### src/rtl/mavg_filter_pkg.sv
// Shared types and width helpers for the multi-channel moving-average filter.
package mavg_filter_pkg;

    // Wide enough for any MAX_REJECT up to 256.
    localparam int REJ_W = 8;

    typedef struct packed {
        logic             primed;
        logic [REJ_W-1:0] rej_cnt;
    } ch_ctrl_t;

    function automatic int ch_w(input int num_ch);
        return (num_ch > 1) ? $clog2(num_ch) : 1;
    endfunction

    function automatic int sum_w(input int data_w, input int depth_log2);
        return data_w + depth_log2;
    endfunction

endpackage

### src/rtl/mavg_outlier_gate.sv
// Outlier gate: |sample - last accepted| against threshold, with a forced accept
// once a channel has rejected MAX_REJECT-1 samples in a row.
module mavg_outlier_gate
    import mavg_filter_pkg::*;
#(
    parameter int DATA_W     = 19,
    parameter int MAX_REJECT = 4
) (
    input  logic              primed,
    input  logic [REJ_W-1:0]  rej_cnt,
    input  logic [DATA_W-1:0] sample,
    input  logic [DATA_W-1:0] last_acc,
    input  logic [DATA_W-1:0] dev_thresh,
    output logic              accept
);
    logic [DATA_W-1:0] dev;
    logic              in_range;
    logic              forced;

    // Subtract the smaller from the larger so the distance never wraps.
    always_comb begin
        dev = (sample >= last_acc) ? (sample - last_acc) : (last_acc - sample);
    end

    assign in_range = (dev <= dev_thresh);
    assign forced   = (rej_cnt == REJ_W'(MAX_REJECT - 1));
    assign accept   = !primed || in_range || forced;

endmodule

### src/rtl/mavg_filter_mc.sv
// Time-multiplexed moving-average filter with outlier rejection, NUM_CH channels.
// Optional FILTER_PRIME_EN: first accepted sample fills the whole window.
module mavg_filter_mc
    import mavg_filter_pkg::*;
#(
    parameter  int DATA_W     = 19,
    parameter  int DEPTH_LOG2 = 3,
    parameter  int NUM_CH     = 4,
    parameter  int MAX_REJECT = 4,
    localparam int CH_W       = ch_w(NUM_CH),
    localparam int SUM_W      = sum_w(DATA_W, DEPTH_LOG2)
) (
    input  logic              clk,
    input  logic              rst,
    input  logic              clr,
    input  logic              in_valid,
    input  logic [CH_W-1:0]   in_ch,
    input  logic [DATA_W-1:0] in_data,
    input  logic [DATA_W-1:0] dev_thresh,
    output logic              out_valid,
    output logic [CH_W-1:0]   out_ch,
    output logic [DATA_W-1:0] out_data,
    output logic              out_rejected
);
    localparam int DEPTH  = 2**DEPTH_LOG2;
    localparam int STAGES = 2;

    logic [NUM_CH-1:0][DEPTH-1:0][DATA_W-1:0] buf_q;
    logic [NUM_CH-1:0][SUM_W-1:0]             sum_q;
    logic [NUM_CH-1:0][DATA_W-1:0]            last_q;
    logic [NUM_CH-1:0][DEPTH_LOG2-1:0]        wptr_q;
    ch_ctrl_t [NUM_CH-1:0]                    ctrl_q;

    logic                  ch_ok, in_ok, accept, fill_all;
    ch_ctrl_t              cur_ctrl;
    logic [SUM_W-1:0]      cur_sum, new_sum, upd_sum;
    logic [DATA_W-1:0]     cur_last, old_val;
    logic [DEPTH_LOG2-1:0] cur_ptr;

    if (2**CH_W > NUM_CH) begin : g_chk
        assign ch_ok = ({1'b0, in_ch} < (CH_W+1)'(NUM_CH));
    end else begin : g_nochk
        assign ch_ok = 1'b1;
    end

    assign in_ok = in_valid && ch_ok && !clr;

    // Stage 1 read side: the selected channel's state, fully updated by any previous sample.
    always_comb begin
        cur_ctrl = ctrl_q[in_ch];
        cur_sum  = sum_q[in_ch];
        cur_last = last_q[in_ch];
        cur_ptr  = wptr_q[in_ch];
        old_val  = buf_q[in_ch][cur_ptr];
    end

`ifdef FILTER_PRIME_EN
    assign fill_all = !cur_ctrl.primed;
`else
    assign fill_all = 1'b0;
`endif

    mavg_outlier_gate #(
        .DATA_W     (DATA_W),
        .MAX_REJECT (MAX_REJECT)
    ) u_gate (
        .primed     (cur_ctrl.primed),
        .rej_cnt    (cur_ctrl.rej_cnt),
        .sample     (in_data),
        .last_acc   (cur_last),
        .dev_thresh (dev_thresh),
        .accept     (accept)
    );

    // Running sum: add newest, drop the entry being overwritten.
    always_comb begin
        if (fill_all)
            new_sum = SUM_W'(in_data) << DEPTH_LOG2;
        else
            new_sum = cur_sum + SUM_W'(in_data) - SUM_W'(old_val);
        upd_sum = accept ? new_sum : cur_sum;
    end

    for (genvar c = 0; c < NUM_CH; c++) begin : g_ch
        logic                         hit;
        logic [DEPTH-1:0][DATA_W-1:0] buf_r;
        logic [SUM_W-1:0]             sum_r;
        logic [DATA_W-1:0]            last_r;
        logic [DEPTH_LOG2-1:0]        wptr_r;
        ch_ctrl_t                     ctrl_r;

        assign hit = in_ok && (in_ch == CH_W'(c));

        always_ff @(posedge clk) begin
            if (rst || clr) begin
                buf_r  <= '0;
                sum_r  <= '0;
                last_r <= '0;
                wptr_r <= '0;
                ctrl_r <= '0;
            end else if (hit && accept) begin
                for (int e = 0; e < DEPTH; e++)
                    if (fill_all || (cur_ptr == DEPTH_LOG2'(e)))
                        buf_r[e] <= in_data;
                sum_r          <= new_sum;
                last_r         <= in_data;
                wptr_r         <= cur_ptr + DEPTH_LOG2'(1);
                ctrl_r.primed  <= 1'b1;
                ctrl_r.rej_cnt <= '0;
            end else if (hit && (ctrl_r.rej_cnt != '1)) begin
                ctrl_r.rej_cnt <= ctrl_r.rej_cnt + REJ_W'(1);
            end
        end

        assign buf_q[c]  = buf_r;
        assign sum_q[c]  = sum_r;
        assign last_q[c] = last_r;
        assign wptr_q[c] = wptr_r;
        assign ctrl_q[c] = ctrl_r;
    end

    logic [STAGES:1]  vld_pipe;
    logic [CH_W-1:0]  s1_ch;
    logic [SUM_W-1:0] s1_sum;
    logic             s1_rej;

    always_ff @(posedge clk) begin
        if (rst || clr) begin
            vld_pipe     <= '0;
            s1_ch        <= '0;
            s1_sum       <= '0;
            s1_rej       <= 1'b0;
            out_ch       <= '0;
            out_data     <= '0;
            out_rejected <= 1'b0;
        end else begin
            vld_pipe <= {vld_pipe[STAGES-1:1], in_ok};
            if (in_ok) begin
                s1_ch  <= in_ch;
                s1_sum <= upd_sum;
                s1_rej <= !accept;
            end
            if (vld_pipe[1]) begin
                out_ch       <= s1_ch;
                out_data     <= DATA_W'(s1_sum >> DEPTH_LOG2);
                out_rejected <= s1_rej;
            end
        end
    end

    assign out_valid = vld_pipe[STAGES];

endmodule

### config.mk
export PLATFORM = sky130hd
export DESIGN_NAME = mavg_filter_mc
export DESIGN_NICKNAME = d
export VERILOG_FILES = /design/src/rtl/mavg_filter_pkg.sv /design/src/rtl/mavg_outlier_gate.sv /design/src/rtl/mavg_filter_mc.sv
export SDC_FILE = /design/constraint.sdc
export NUM_CORES = 2
export LEC_CHECK = 0
export ABC_AREA = 1
export ABC_CLOCK_PERIOD_IN_PS = 13700
export CAP_MARGIN = 10
export CORE_UTILIZATION = 50
export CTS_CLUSTER_DIAMETER = 60
export CTS_CLUSTER_SIZE = 20
export DETAILED_ROUTE_END_ITERATION = 8
export GPL_ROUTABILITY_DRIVEN = 0
export GPL_TIMING_DRIVEN = 1
export PLACE_DENSITY = 0.66
export SLEW_MARGIN = 20
export SYNTH_ARGS = -nofsm -noshare
export SYNTH_HDL_FRONTEND = slang
export SYNTH_SLANG_ARGS = --single-unit
### constraint.sdc
create_clock -name clk -period 13.7 [get_ports clk]
set_input_delay 2.74 -clock clk [delete_from_list [all_inputs] [get_ports clk]]
set_output_delay 2.74 -clock clk [all_outputs]
set_load 0.03 [all_outputs]
---- Word-level counts from Yosys, hierarchy flattened ----
Index checks and enable logic that the tools add are counted.
cells by class
  muxes and demuxes ....................... 14
  $add $sub $neg .......................... 9
  eq/ne operators ......................... 15
  magnitude comparators ................... 4
  reduce and logical (&&, ||, !) cells .... 57
operators with widths
  operator               count
  $bmux W152 S2          1
  $mux W152              1
  $reduce_and A2 Y1      32
  $bmux W19 S3           1
  $mux W19               3
  $bmux W22 S2           1
  $mux W22               2
  $bmux W19 S2           1
  $sub A19 B19 Y19       2
  $add A8 B1 Y8 const B  4
  $ne A8 B8 Y1 const B   4
  $add A22 B19 Y22       1
  $sub A22 B19 Y22       1
  $ge A19 B19 Y1         1
  $le A19 B19 Y1         1
  $bmux W9 S2            1
  $logic_and A1 B1 Y1    13
  $eq A3 B3 Y1 const B   4
  $mux W9                1
  $eq A8 B2 Y1 const B   1
  $reduce_or A2 Y1       4
  $bmux W3 S2            1
  $eq A3 B2 Y1 const B   2
  $eq A2 B2 Y1 const B   2
  other kinds (10)       14
storage, ports and cells
  bits of input ports ..................... 44
  output and inout port bits .............. 23
  flip-flop bits (word level) ............. 869

---- Logic depth before layout (Yosys ltp) ----
  depth in word-level cells ............... 9
  gate-level depth with buffers ........... 42
  gate-level depth less buffers ........... 33

---- Modules after synthesis ----
A second synthesis with hierarchy kept.
unflattened totals
  cell total of the unflattened synthesis .. 5525
  area, all modules ....................... 40483.8 µm²
modules (own cells, without submodules)
  module             seq. area each (µm²)  instances  area an instance (µm²)  cells an instance
  mavg_filter_mc     17336.6               1          37200.7                 4914
  mavg_outlier_gate  0.0                   1          3283.1                  611

---- Least setup slack after synthesis ----
OpenSTA, ideal clock, no wires.
  path type ............................... input -> register
  from .................................... input in_ch[0]
  to ...................................... register g_ch[2].buf_r (netlist bit buf_q[407])
  path buffers ............................ 11
  path slack .............................. 6101 ps
  stages .................................. 38
  data required time ...................... 13587 ps
  arrival time ............................ 7486 ps
  path through ............................ buf_4 inv_4 nand2_2 inv_2 clkbuf_1 clkbuf_1 clkbuf_1 a221oi_1 inv_1 ha_1 clkbuf_1 nand2_1 inv_1 nand2_1 nor2_1 a21oi_1 o21ai_1 nand3_1 (+2 left out) buf_4 nand2_1 nand2_1 inv_1 ha_1 nand2_1 nor2_1 nand2_1 nor3_1 nor2_1 nand3_2 buf_6 buf_6 nand3_2 buf_4 buf_4 o21ai_1 nor2_1
on the way
  cells in the longest elaborated chain, start to end .. 9
ends and longest elaborated chain
  item                                                       line                     source
  from (decl)                                                mavg_filter_mc.sv:17     input logic [CH_W-1:0] in_ch,
  $bmux W19 S2                                               mavg_filter_mc.sv:52     cur_last = last_q[in_ch];
  $mux W19 (implied by the code)                             mavg_filter_mc.sv:52
  $sub A19 B19 Y19 / $ge A19 B19 Y1 (equally long branches)  mavg_outlier_gate.sv:22  dev = (sample >= last_acc) ? (sample - last_acc) : (last_acc - sample);
  $mux W19                                                   mavg_outlier_gate.sv:22
  $le A19 B19 Y1                                             mavg_outlier_gate.sv:25  assign in_range = (dev <= dev_thresh);
  $logic_or A1 B1 Y1 (2 in a row)                            mavg_outlier_gate.sv:27  assign accept = !primed || in_range || forced;
  $logic_and A1 B1 Y1                                        mavg_filter_mc.sv:101    end else if (hit && accept) begin
  $reduce_and A2 Y1 (no line) (*)                            -
  to (signal, indexed assignment)                            mavg_filter_mc.sv:104    buf_r[e] <= in_data;
  to (decl)                                                  mavg_filter_mc.sv:86     logic [DEPTH-1:0][DATA_W-1:0] buf_r;
Mark *: on every way between the ends. The rest lies on a longest branch, timed or not. The select of a mux whose other input is x is not followed.
A chain may end at the register's enable or synchronous reset.

---- Worst setup path in the final report ----
  from .................................... input in_ch[1]
  to ...................................... register g_ch[3].last_r[5]
on the way
  cells in the longest elaborated chain, start to end .. 8
ends and longest elaborated chain
  item                                                       line                     source
  $bmux W19 S2                                               mavg_filter_mc.sv:52
  $mux W19 (implied by the code)                             mavg_filter_mc.sv:52
  $sub A19 B19 Y19 / $ge A19 B19 Y1 (equally long branches)  mavg_outlier_gate.sv:22
  $mux W19                                                   mavg_outlier_gate.sv:22
  $le A19 B19 Y1                                             mavg_outlier_gate.sv:25
  $logic_or A1 B1 Y1 (2 in a row)                            mavg_outlier_gate.sv:27
  $logic_and A1 B1 Y1 (*)                                    mavg_filter_mc.sv:101
  to (signal assigned)                                       mavg_filter_mc.sv:106    last_r <= in_data;
  to (decl)                                                  mavg_filter_mc.sv:88     logic [DATA_W-1:0] last_r;
Marks and branches as above.

==> summary.md <==
| Metric | Value |
|---|---|
| Status | `finished, final reports clean` |
| Sink Count | `866` |
| ANT nets after route | `0` |
| Dpl ws | `1.68 ns` |
| Worst path most repeated cell | `nand2_1` |
| Clk buf depth | `3` |
| DP Area | `46100 um2` |
| Die Y | `304 um` |
| Seq/Total Area, Yosys | `37.9%` |
| # nets final | `6966` |
| Post-synthesis mux area share | `0%` |
| Most common library cells after synthesis | `inv_1 (1535), nand2_1 (1198), nor2_1 (1056)` |
| R2R Path End | `g_ch[3].last_r[5]` |
| Ys flop type | `dfxtp_1` |
| Yosys cell types | `45` |
| Worst VDD drop | `0.000114 V` |
| Setup Buffers After CTS | `0` |
| Site Rows | `110` |
| Worst-Skew Late Latency | `0.68 ns` |
| Power, Total | `5520 uW` |
| Diode count | `0` |
| Ports | `67` |
| Area growth from synthesis to final layout | `6.95%` |
| Post-Syn Nets | `7221` |
| Top fanout value on the critical path | `58` |
| Layout fillers | `8996` |
| Post-synth EDFFs | `0` |
| CTS resizes | `0` |
| Switching share of power | `28.5%` |
| Post-Synthesis Cells | `7068` |
| Post-route setup TNS | `0 ns` |
| Total grt overflow | `0` |
| Initial core utilization | `50.7%` |
| Hold Crit Depth | `2` |
| Synth Area in Simple Gates | `21.8%` |
| Initial DRC Count | `3903` |
| Placeable Area | `90300 um2` |
| Xor and xnor fraction of the mapped netlist area | `1.03%` |
| Async set-or-reset flop fraction in the synthesized netlist | `0%` |
| Hold Violations, Final | `0` |
| Vias | `41700` |
| Worst Setup End Kind | `flop` |
| Hold Startpoint | `ctrl_q[26]` |
| Yosys warning count | `0` |
| Setup ws final | `2.14 ns` |
| Adder-Cell Fraction of Synth Area | `3.33%` |
| Max Cap Violations | `0` |
| F_max | `86.5 MHz` |
| Die Wd | `304 um` |
| Syn Area/Cell | `6.47 um2` |
| First-pass GRT wire length | `216 mm` |
| CTS H-tree lvls | `3` |
| Full die area | `92700 um2` |
| Total wire length | `138 mm` |
| Arr. time, crit path | `12.10 ns` |
| Sequential power share | `46.0%` |
| Mapped cell area | `45700 um2` |
| # DRC | `0` |
| GRT Total Usage | `29.2%` |
| RSZ-0062 raised after global routing | `false` |
| Worst stage delay on the critical path | `0.91 ns` |
| Final Instance Area | `48900 um2` |
| Routed len/inst | `17.1 um` |
| Leak | `0.0211 uW` |
| Main area contributors after synthesis | `dfxtp_1 (38%), inv_1 (13%), nand2_1 (9.8%)` |
| Main combinational cell family by area after synthesis | `simple AND/OR/NAND/NOR gates` |
| Critical Path RT | `14.24 ns` |
| Clk_skew | `0.0452 ns` |
| Register bit count reported by yosys | `866` |
| Root buf cell | `clkbuf_16` |
| Clock group share of total power | `43.4%` |
| Hold Buf Count CTS | `0` |
| Final Slew Violations | `0` |
| Int Power | `3940 uW` |
| Max-slew headroom | `25.8%` |
| Critical path's slowest cell | `nand3_2` |
| Slew @ Worst Pin | `1.11 ns` |
| Worst R2R Path Depth | `31` |
| Post-layout util | `54.2%` |
| DP HPWL | `82.4 mm` |
| Largest net degree at the start of global routing | `214` |
| Complex-gate fraction of the synthesized area | `18.1%` |
| Hold path endpoint | `ctrl_q[26]` |
| Final setup viols | `0` |
| PwrDens | `113 nW/um2` |
| Share of layout cells above drive strength 1 | `4.45%` |
| Synth area leader | `dfxtp_1` |
| Drt first pass iters | `8` |
| Most common cell in the netlist | `inv_1` |
| CTS tree | `built` |
| Cts bufs inserted | `77` |
| Crit path kind | `in -> reg` |
| Crit path time final | `11.56 ns` |
| Synth top area share | `37.9%` |
| Vias per inst | `5.17` |
| CTS clock-pin slew for the worst setup and hold paths | `0.08 ns` |
| Worst r2r src | `g_ch[0].last_r[1]` |
| Combinational power share | `10.6%` |
| Port Buffers | `66` |
| Number of global-route vias before repair | `37900` |
| P_sw | `1570 uW` |
| Hold/Removal Path Class | `reg -> reg` |
| CP startpoint kind | `primary input` |
| R2r setup slk | `5.89 ns` |
| Antenna violations before repair | `1` |
| Final Cycle Share | `84.4%` |
-- per-stage QoR --
stage,hold WS (ns),cells
5_1_grt,0.481,8053
2_1_floorplan,0.433,7068
3_3_place_gp,0.444,7910
4_1_cts,0.460,8053
3_5_place_dp,0.452,7910
6_report,0.459,8053
-- registers in the layout (all words and copies together), names as in the netlist --
| signal | flops |
|---|---|
| out_rejected | 1 |
| out_data | 19 |
| g_ch.last_r | 76 |
| out_ch | 2 |
| s1_rej | 1 |
| vld_pipe | 2 |
| buf_q | 608 |
| s1_sum | 19 |
| g_ch.wptr_r | 12 |
| s1_ch | 2 |
| ctrl_q | 36 |
| g_ch.sum_r | 88 |
-- power groups by stage --
stage / clock network (uW) / logic [uW] / registers [uW]
final: 2390 / 587 / 2540
after detailed placement: 0 / 574 / 2600
after global placement: 0 / 572 / 2600
after global routing: 2520 / 645 / 2540
after floorplan: 0 / 392 / 2590
after CTS: 2430 / 577 / 2540
-- critical path, delay by kind of cell --
family          cells  cell delay (ns)
compound gates      2             0.88
fa+ha+maj           2             0.66
buf+inv            10             3.52
simple gates       17             4.22
-- per-layer routing --
| layer | routed length (um) | track usage, % | vias up |
|---|---|---|---|
| met5 | 0 | 0 | - |
| met3 | 8310 | 3.14 | 310 |
| met1 | 59500 | 38.0 | 18900 |
| met4 | 6260 | 12.7 | 0 |
| li1 | - | - | 21100 |
| met2 | 63900 | 48.8 | 1337 |
-- cell type report --
type                    instances  area (um2)  share of cell area (%)
inverters                    1558        5850                    12.0
flip-flops and latches        866       17300                    35.4
clock buffers                  89        2110                    4.31
repair buffers                143        1160                    2.37
multi-input cells            4167       20300                    41.5
well taps                    1176        1470                    3.01
clock inverters                54         669                    1.37
-- worst max path at each step --
stage | cells after the start | slack (ns) | startpoint | end
3_3_place_gp | 31 | 1.78 | in_ch[1] | buf_q[150]
2_1_floorplan | 38 | 6.10 | in_ch[0] | buf_q[407]
4_1_cts | 31 | 2.33 | in_ch[1] | g_ch[3].last_r[5]
6_report | 31 | 2.14 | in_ch[1] | g_ch[3].last_r[5]
5_1_grt | 30 | 1.51 | in_ch[1] | ctrl_q[18]
3_5_place_dp | 29 | 1.68 | in_ch[1] | ctrl_q[19]
-- cell usage in the layout, fill, tap and decap left out, types with 23 or more instances in the layout --
cell type,instances
o211ai_1,81
a21oi_1,229
o21ai_1,225
o31ai_1,36
inv_1,1533
xor2_1,41
nand2_1,1194
nor2_1,1055
dfxtp_1,866
inv_2,23
nand4_1,31
o21ai_0,608
o22ai_1,240
a22oi_1,32
ha_1,88
nor3_1,24
clkbuf_16,80
nand3_1,140
buf_4,75
clkdlybuf4s50_1,47
-- logic make-up (layout without fill, tap and decap cells) --
family,count (synthesis),count (layout)
AND/OR/NAND/NOR,2508,2508
buffers and inverters,2035,1844
adder cells (fa/ha/maj),109,109
XOR/XNOR,54,54
AO/OA/AOI/OAI,1496,1496
flip-flops,866,866
No activity file was read; power rests on OpenSTA's default activity.
